File: config.mk
export PLATFORM = sky130hd
export DESIGN_NAME = q_agent_engine
export DESIGN_NICKNAME = d
export VERILOG_FILES = /design/src/rtl/q_agent_pkg.sv /design/src/rtl/q_update_alu.sv /design/src/rtl/q_agent_engine.sv
export SDC_FILE = /design/constraint.sdc
export NUM_CORES = 1
export LEC_CHECK = 0
export CORE_AREA = 4 4 191 193
export CTS_BUF_LIST = sky130_fd_sc_hd__clkbuf_4
export DETAILED_ROUTE_END_ITERATION = 7
export DIE_AREA = 0 0 195 197
export PLACE_DENSITY = 0.76
export SYNTH_ARGS = -nofsm -noshare
export SYNTH_HDL_FRONTEND = slang
export SYNTH_SLANG_ARGS = --single-unit
File: constraint.sdc
create_clock -name clock -period 31.7 [get_ports clock]
set_input_delay 6.34 -clock clock [delete_from_list [all_inputs] [get_ports clock]]
set_output_delay 6.34 -clock clock [all_outputs]
set_load 0.005 [all_outputs]
File: src/rtl/q_agent_pkg.sv
// Shared types and helpers for the Q-learning agent: FSM states, LFSR constants
// and a signed saturation helper.
package q_agent_pkg;

   typedef enum logic [3:0] {
      IDLE,
      FETCH,
      SELECT,
      ISSUE,
      WAIT_R,
      FETCH_NX,
      UPDATE,
      WRITE,
      FIN
   } state_t;

   localparam logic [15:0] LFSR_SEED = 16'hACE1;
   // Taps 16,14,13,11 expressed as a mask over lfsr[15:0]
   localparam logic [15:0] LFSR_TAPS = 16'hB400;

   function automatic logic signed [31:0] sat_signed(input logic signed [31:0] value,
                                                     input int width);
      logic signed [31:0] hi;
      logic signed [31:0] lo;
      hi = (32'sd1 <<< (width - 1)) - 32'sd1;
      lo = -hi - 32'sd1;
      if (value > hi) return hi;
      if (value < lo) return lo;
      return value;
   endfunction

endpackage

File: src/rtl/q_update_alu.sv
// Combinational temporal-difference update: Q_old moved toward r + gamma*maxQ_next,
// computed two bits wider than Q_W and saturated back to Q_W.
module q_update_alu
   import q_agent_pkg::*;
#(
   parameter int Q_W         = 16,
   parameter int REWARD_W    = 8,
   parameter int ALPHA_SHIFT = 3,
   parameter int GAMMA_SHIFT = 1
) (
   input  logic signed [Q_W-1:0]      q_old,
   input  logic signed [REWARD_W-1:0] reward,
   input  logic signed [Q_W-1:0]      maxq_next,
   output logic signed [Q_W-1:0]      q_new
);

   localparam int W = Q_W + 2;

   logic signed [W-1:0] q_ext;
   logic signed [W-1:0] r_ext;
   logic signed [W-1:0] m_ext;
   logic signed [W-1:0] target;
   logic signed [W-1:0] delta;
   logic signed [W-1:0] sum;

   always_comb begin
      q_ext  = W'(q_old);
      r_ext  = W'(reward);
      m_ext  = W'(maxq_next);
      target = r_ext + (m_ext >>> GAMMA_SHIFT);
      delta  = (target - q_ext) >>> ALPHA_SHIFT;
      sum    = q_ext + delta;
      q_new  = Q_W'(sat_signed(32'(sum), Q_W));
   end

endmodule

File: src/rtl/q_agent_engine.sv
// Q-learning agent step engine: fetch a Q-row, pick the best legal action, optionally
// learn from the reward. Define Q_AGENT_EXPLORE_EN for LFSR epsilon-greedy exploration.
module q_agent_engine
   import q_agent_pkg::*;
#(
   parameter int N_ACTIONS   = 9,
   parameter int Q_W         = 16,
   parameter int STATE_W     = 18,
   parameter int REWARD_W    = 8,
   parameter int ALPHA_SHIFT = 3,
   parameter int GAMMA_SHIFT = 1
`ifdef Q_AGENT_EXPLORE_EN
   ,
   parameter logic [7:0] EPSILON = 8'd26
`endif
) (
   input  logic                       clock,
   input  logic                       rst_n,
   input  logic                       start,
   input  logic                       training,
   input  logic [N_ACTIONS-1:0]       legal_mask,
   input  logic [N_ACTIONS*Q_W-1:0]   q_in,
   input  logic                       q_valid,
   input  logic signed [REWARD_W-1:0] reward,
   input  logic                       reward_valid,
   output logic [3:0]                 action_out,
   output logic                       action_valid,
   output logic [N_ACTIONS-1:0]       q_wr_en,
   output logic signed [Q_W-1:0]      q_wr_data,
   output logic                       busy,
   output logic                       done,
   output logic                       no_move,
   output logic [15:0]                step_count
);

   localparam int         IDX_W    = (N_ACTIONS > 1) ? $clog2(N_ACTIONS) : 1;
   localparam logic [3:0] LAST_IDX = 4'(N_ACTIONS - 1);

   state_t state, state_nx;

   logic signed [Q_W-1:0]      q_row [N_ACTIONS];
   logic [N_ACTIONS-1:0]       mask_r;
   logic [3:0]                 scan_idx;
   logic [3:0]                 best_idx;
   logic signed [Q_W-1:0]      best_val;
   logic                       found;
   logic                       training_r;
   logic                       no_move_r;
   logic signed [REWARD_W-1:0] reward_r;
   logic signed [Q_W-1:0]      maxq_next;
   logic signed [Q_W-1:0]      maxq_next_r;
   logic signed [Q_W-1:0]      q_old;
   logic signed [Q_W-1:0]      q_new;

   logic signed [Q_W-1:0]      scan_q;
   logic                       scan_legal;
   logic                       take;
   logic                       scan_last;
   logic                       sel_any;
   logic [3:0]                 greedy_idx;
   logic [3:0]                 final_idx;
   logic                       explore_use;
   logic [3:0]                 explore_idx;

   always_comb begin
      scan_q     = q_row[scan_idx[IDX_W-1:0]];
      scan_legal = mask_r[scan_idx[IDX_W-1:0]];
      take       = scan_legal && (!found || (scan_q > best_val));
      scan_last  = (scan_idx == LAST_IDX);
      sel_any    = found || scan_legal;
      greedy_idx = take ? scan_idx : best_idx;
      final_idx  = explore_use ? explore_idx : greedy_idx;
      q_old      = q_row[action_out[IDX_W-1:0]];
   end

   // Next-state row maximum is taken over every entry, legal or not
   always_comb begin
      maxq_next = $signed(q_in[Q_W-1:0]);
      for (int k = 1; k < N_ACTIONS; k++) begin
         if ($signed(q_in[k*Q_W +: Q_W]) > maxq_next) maxq_next = $signed(q_in[k*Q_W +: Q_W]);
      end
   end

`ifdef Q_AGENT_EXPLORE_EN
   logic [15:0] lfsr;
   logic        explore_r;
   logic [3:0]  explore_start;
   logic        explore_hit;

   always_ff @(posedge clock) begin
      if (!rst_n) begin
         lfsr          <= LFSR_SEED;
         explore_r     <= 1'b0;
         explore_start <= 4'd0;
      end else begin
         lfsr <= {lfsr[14:0], ^(lfsr & LFSR_TAPS)};
         if (state == FETCH && q_valid) begin
            explore_r     <= (lfsr[7:0] < EPSILON);
            explore_start <= 4'(int'(lfsr[15:8]) % N_ACTIONS);
         end
      end
   end

   // First legal action at or after the random start index, wrapping around
   always_comb begin
      int idx;
      explore_hit = 1'b0;
      explore_idx = 4'd0;
      for (int i = 0; i < N_ACTIONS; i++) begin
         idx = (int'(explore_start) + i) % N_ACTIONS;
         if (!explore_hit && mask_r[IDX_W'(idx)]) begin
            explore_hit = 1'b1;
            explore_idx = 4'(idx);
         end
      end
      explore_use = explore_r && explore_hit;
   end
`else
   assign explore_use = 1'b0;
   assign explore_idx = 4'd0;
`endif

   q_update_alu #(
      .Q_W        (Q_W),
      .REWARD_W   (REWARD_W),
      .ALPHA_SHIFT(ALPHA_SHIFT),
      .GAMMA_SHIFT(GAMMA_SHIFT)
   ) u_alu (
      .q_old    (q_old),
      .reward   (reward_r),
      .maxq_next(maxq_next_r),
      .q_new    (q_new)
   );

   always_ff @(posedge clock) begin
      if (!rst_n) state <= IDLE;
      else        state <= state_nx;
   end

   always_comb begin
      state_nx     = state;
      busy         = (state != IDLE);
      done         = 1'b0;
      no_move      = 1'b0;
      action_valid = 1'b0;
      q_wr_en      = '0;
      case (state)
         IDLE:     if (start) state_nx = FETCH;
         FETCH:    if (q_valid) state_nx = SELECT;
         SELECT:   if (scan_last) state_nx = sel_any ? ISSUE : FIN;
         ISSUE: begin
            action_valid = 1'b1;
            state_nx     = training_r ? WAIT_R : FIN;
         end
         WAIT_R:   if (reward_valid) state_nx = FETCH_NX;
         FETCH_NX: if (q_valid) state_nx = UPDATE;
         UPDATE:   state_nx = WRITE;
         WRITE: begin
            q_wr_en  = N_ACTIONS'(1) << action_out;
            state_nx = FIN;
         end
         FIN: begin
            done     = 1'b1;
            no_move  = no_move_r;
            state_nx = IDLE;
         end
         default:  state_nx = IDLE;
      endcase
   end

   always_ff @(posedge clock) begin
      if (state == FETCH && q_valid) begin
         for (int k = 0; k < N_ACTIONS; k++) q_row[k] <= q_in[k*Q_W +: Q_W];
      end
   end

   always_ff @(posedge clock) begin
      if (!rst_n) begin
         mask_r      <= '0;
         scan_idx    <= 4'd0;
         best_idx    <= 4'd0;
         best_val    <= '0;
         found       <= 1'b0;
         training_r  <= 1'b0;
         no_move_r   <= 1'b0;
         reward_r    <= '0;
         maxq_next_r <= '0;
         action_out  <= 4'd0;
         q_wr_data   <= '0;
         step_count  <= 16'd0;
      end else begin
         case (state)
            IDLE: begin
               if (start) begin
                  training_r <= training;
                  no_move_r  <= 1'b0;
               end
            end
            FETCH: begin
               if (q_valid) begin
                  mask_r   <= legal_mask;
                  scan_idx <= 4'd0;
                  best_idx <= 4'd0;
                  best_val <= '0;
                  found    <= 1'b0;
               end
            end
            SELECT: begin
               if (take) begin
                  best_idx <= scan_idx;
                  best_val <= scan_q;
                  found    <= 1'b1;
               end
               scan_idx <= scan_idx + 4'd1;
               if (scan_last) begin
                  if (sel_any) action_out <= final_idx;
                  else         no_move_r  <= 1'b1;
               end
            end
            WAIT_R:   if (reward_valid) reward_r <= reward;
            FETCH_NX: if (q_valid) maxq_next_r <= maxq_next;
            UPDATE:   q_wr_data <= q_new;
            FIN:      step_count <= step_count + 16'd1;
            default:  ;
         endcase
      end
   end

endmodule
==> flow_metrics.tcl <==
set metrics [dict create \
    path_class "in -> reg" \
    period_share 0.897 \
    fp.dieW_um 195 \
    core_area_um2 34500 \
    clock.fmax_mhz 35.2 \
    slew_violations 0 \
    cts_setup_buffers 0 \
    wl_per_cell_um 21.3 \
    p_leak_nw 8.48 \
    grt_util_all_layers 0.274 \
    synth_area_leader_cell "edfxtp_1" \
    row_count 68 \
    place.gp.congestion 0.982 \
    final_cell_mix "214 x clkdlybuf4s50_1, 186 x inv_1, 167 x ha_1, 144 x edfxtp_1, 118 x nand2_1" \
    fin_skew_ps 50.7 \
    ios 216 \
    ys_top_cells_by_area "edfxtp_1 24%, dfxtp_1 12%, ha_1 11%, mux4_2 8.2%, mux2i_1 4.2%" \
    vias 15300 \
    critPathArrivalTime_ps 29090 \
    setup_tns_ps 0 \
    hold_viol_final 0 \
    dieArea_um2 38400 \
    post_cts_resized 0 \
    fin_crit_ps 28440 \
    postRouteAntennaNets 0 \
    initial_core_util 0.528 \
    dr.pass1.iters 6 \
    grt_pass1_vias 15200 \
    synth_cell_types 95 \
    clockRootBuffer "clkbuf_4" \
    numCtsBuffers 70 \
    place_hpwl_um 42500 \
    drc 0 \
    cts.sinks 251 \
    final_layout_size_suffix_gt1_frac 0.124 \
    grt_max_degree 88 \
    seq_area_um2 6470 \
    hold_class "reg -> reg" \
    ys_warn_count 0 \
    fillCellCount 2875 \
    rsz0062_at_grt "false" \
    cts_tree "yes" \
    utilization 0.628 \
    grt_overflow 0 \
    drtIter0Drc 1207 \
    via_per_inst 6.00 \
    final_common_cell "clkdlybuf4s50_1" \
    cts_htree_levels 3 \
    clk_pin_slew_ps 60 \
    ctsHoldBuffers 0 \
    antenna_found_initial 3 \
    max_slew_margin 0.139 \
    syn_nets 2162 \
    clock_latency_ps 730 \
    status "finished clean" \
    cp.required_ps 32340 \
    fp.dieH_um 197 \
    ys_seq_area_frac 0.355 \
    netlist.area_leader.share 0.237 \
    synthCells 1812 \
    clockBufferDepth 3 \
    p_per_area_nw_per_um2 69.0 \
    finalSetupViolCount 0 \
    postSynthAreaPerCell_um2 10.1 \
    crit_slowest_cell "nor2b_1" \
    syn2layout_area_growth_pct 19.0 \
    timing.critical_path.slowest_cell_delay_ps 1040 \
    nNetsFinal 2386 \
    grt_pass1_wl_um 82900 \
    multi_input_area_um2 10700 \
    ys_ff_latch 251 \
    portBuffers 215 \
    synth_edf_count 144 \
    cpMostUsedCell "a21oi_1" \
    cp-end-kind "flop" \
    synth_area_um2 18200 \
    tightest_slew_ps 1290 \
    drv_cap 0 \
    vdd_drop_max_mv 0.0631 \
    power_mw 1.50 \
    worst-path-max-fanout 46 \
    wl_um 54300 \
    synth_ff_type "edfxtp_1" \
    async_flop_share 0 \
    start_kind "input pin" \
]
==> per-stage QoR <==
stage	std cells	worst slack (ps)	hold slack [ps]	instance area, um^2
after floorplan	1812	6630	440	18200
after global placement	2419	3790	450	20700
after detailed placement	2419	3080	462	20700
after CTS	2544	3710	472	21700
after global routing	2547	1340	493	21700
final	2547	3260	466	21700
==> layer usage <==
layer | up-vias | part of all wire | global-route usage
li1 | 7198 | - | -
met4 | 0 | 0.048 | 0.136
met2 | 642 | 0.48 | 0.464
met5 | - | 0 | 0
met1 | 7285 | 0.39 | 0.333
met3 | 151 | 0.073 | 0.0574
==> Yosys cell counts (28+ instances only) <==
cell / n
inv_1: 187
mux4_2: 66
mux2_2: 48
a21oi_1: 107
nor2_1: 74
nor2b_1: 41
edfxtp_1: 144
a21boi_0: 32
o21ai_0: 116
mux2i_1: 77
dfxtp_1: 107
nand4_1: 38
nand2_1: 118
ha_1: 167
nand3_1: 60
clkbuf_1: 51
and2_1: 28
==> where the power goes <==
part	leakage (nW)	internal, mW	total [mW]	switching (mW)
logic	5.77	0.323	0.782	0.459
registers	2.18	0.380	0.397	0.0176
clock network	0.537	0.170	0.318	0.148
==> worst max-delay path, delay by kind of cell <==
| family | cells | cell delay (ps) |
|---|---|---|
| AO/OA/AOI/OAI | 46 | 9350 |
| adder cells (fa/ha/maj) | 8 | 2080 |
| buffers and inverters | 9 | 1420 |
| multiplexers | 7 | 2460 |
| AND/OR/NAND/NOR | 39 | 7350 |
==> cell type report <==
cell class                 instances  share of cell area
timing repair buffer             230               0.104
multi-input combinational       1295               0.495
inverter                         188              0.0328
clock inverter                    40              0.0140
tap                              455              0.0262
antenna                            3            0.000346
sequential                       251               0.298
clock buffer                      85              0.0294
==> cell families after synthesis <==
family | after synthesis | synth area share
buffers and inverters | 266 | 0.0572
AOI/OAI and AO/OA | 419 | 0.153
and+or+nand+nor | 462 | 0.130
DFF | 251 | 0.355
muxes | 194 | 0.155
adders and majority gates | 185 | 0.133
xor gates and xnor gates | 35 | 0.0168
==> state kept, by name, summed over array words and instances (netlist names), named ones only <==
register	flops
found	1
mask_r	9
action_out	4
scan_idx	4
q_row	144
state	4
q_wr_data	16
step_count	16
reward_r	8
maxq_next_r	15
no_move_r	1
training_r	1
best_val	16
best_idx	4
==> final timing paths <==
| kind | start | slack [ps] | to | cells past startpoint |
|---|---|---|---|---|
| worst min-delay path | mask_r[4] | 470 | mask_r[4] | 2 |
| worst min register to register | mask_r[4] | 470 | mask_r[4] | 2 |
| worst max-delay path | q_in[10] | 3260 | maxq_next_r[1] | 109 |
| worst max register to register | flop | 23380 | q_wr_data[1] | 34 |
(Power assumes the default switching activity.)
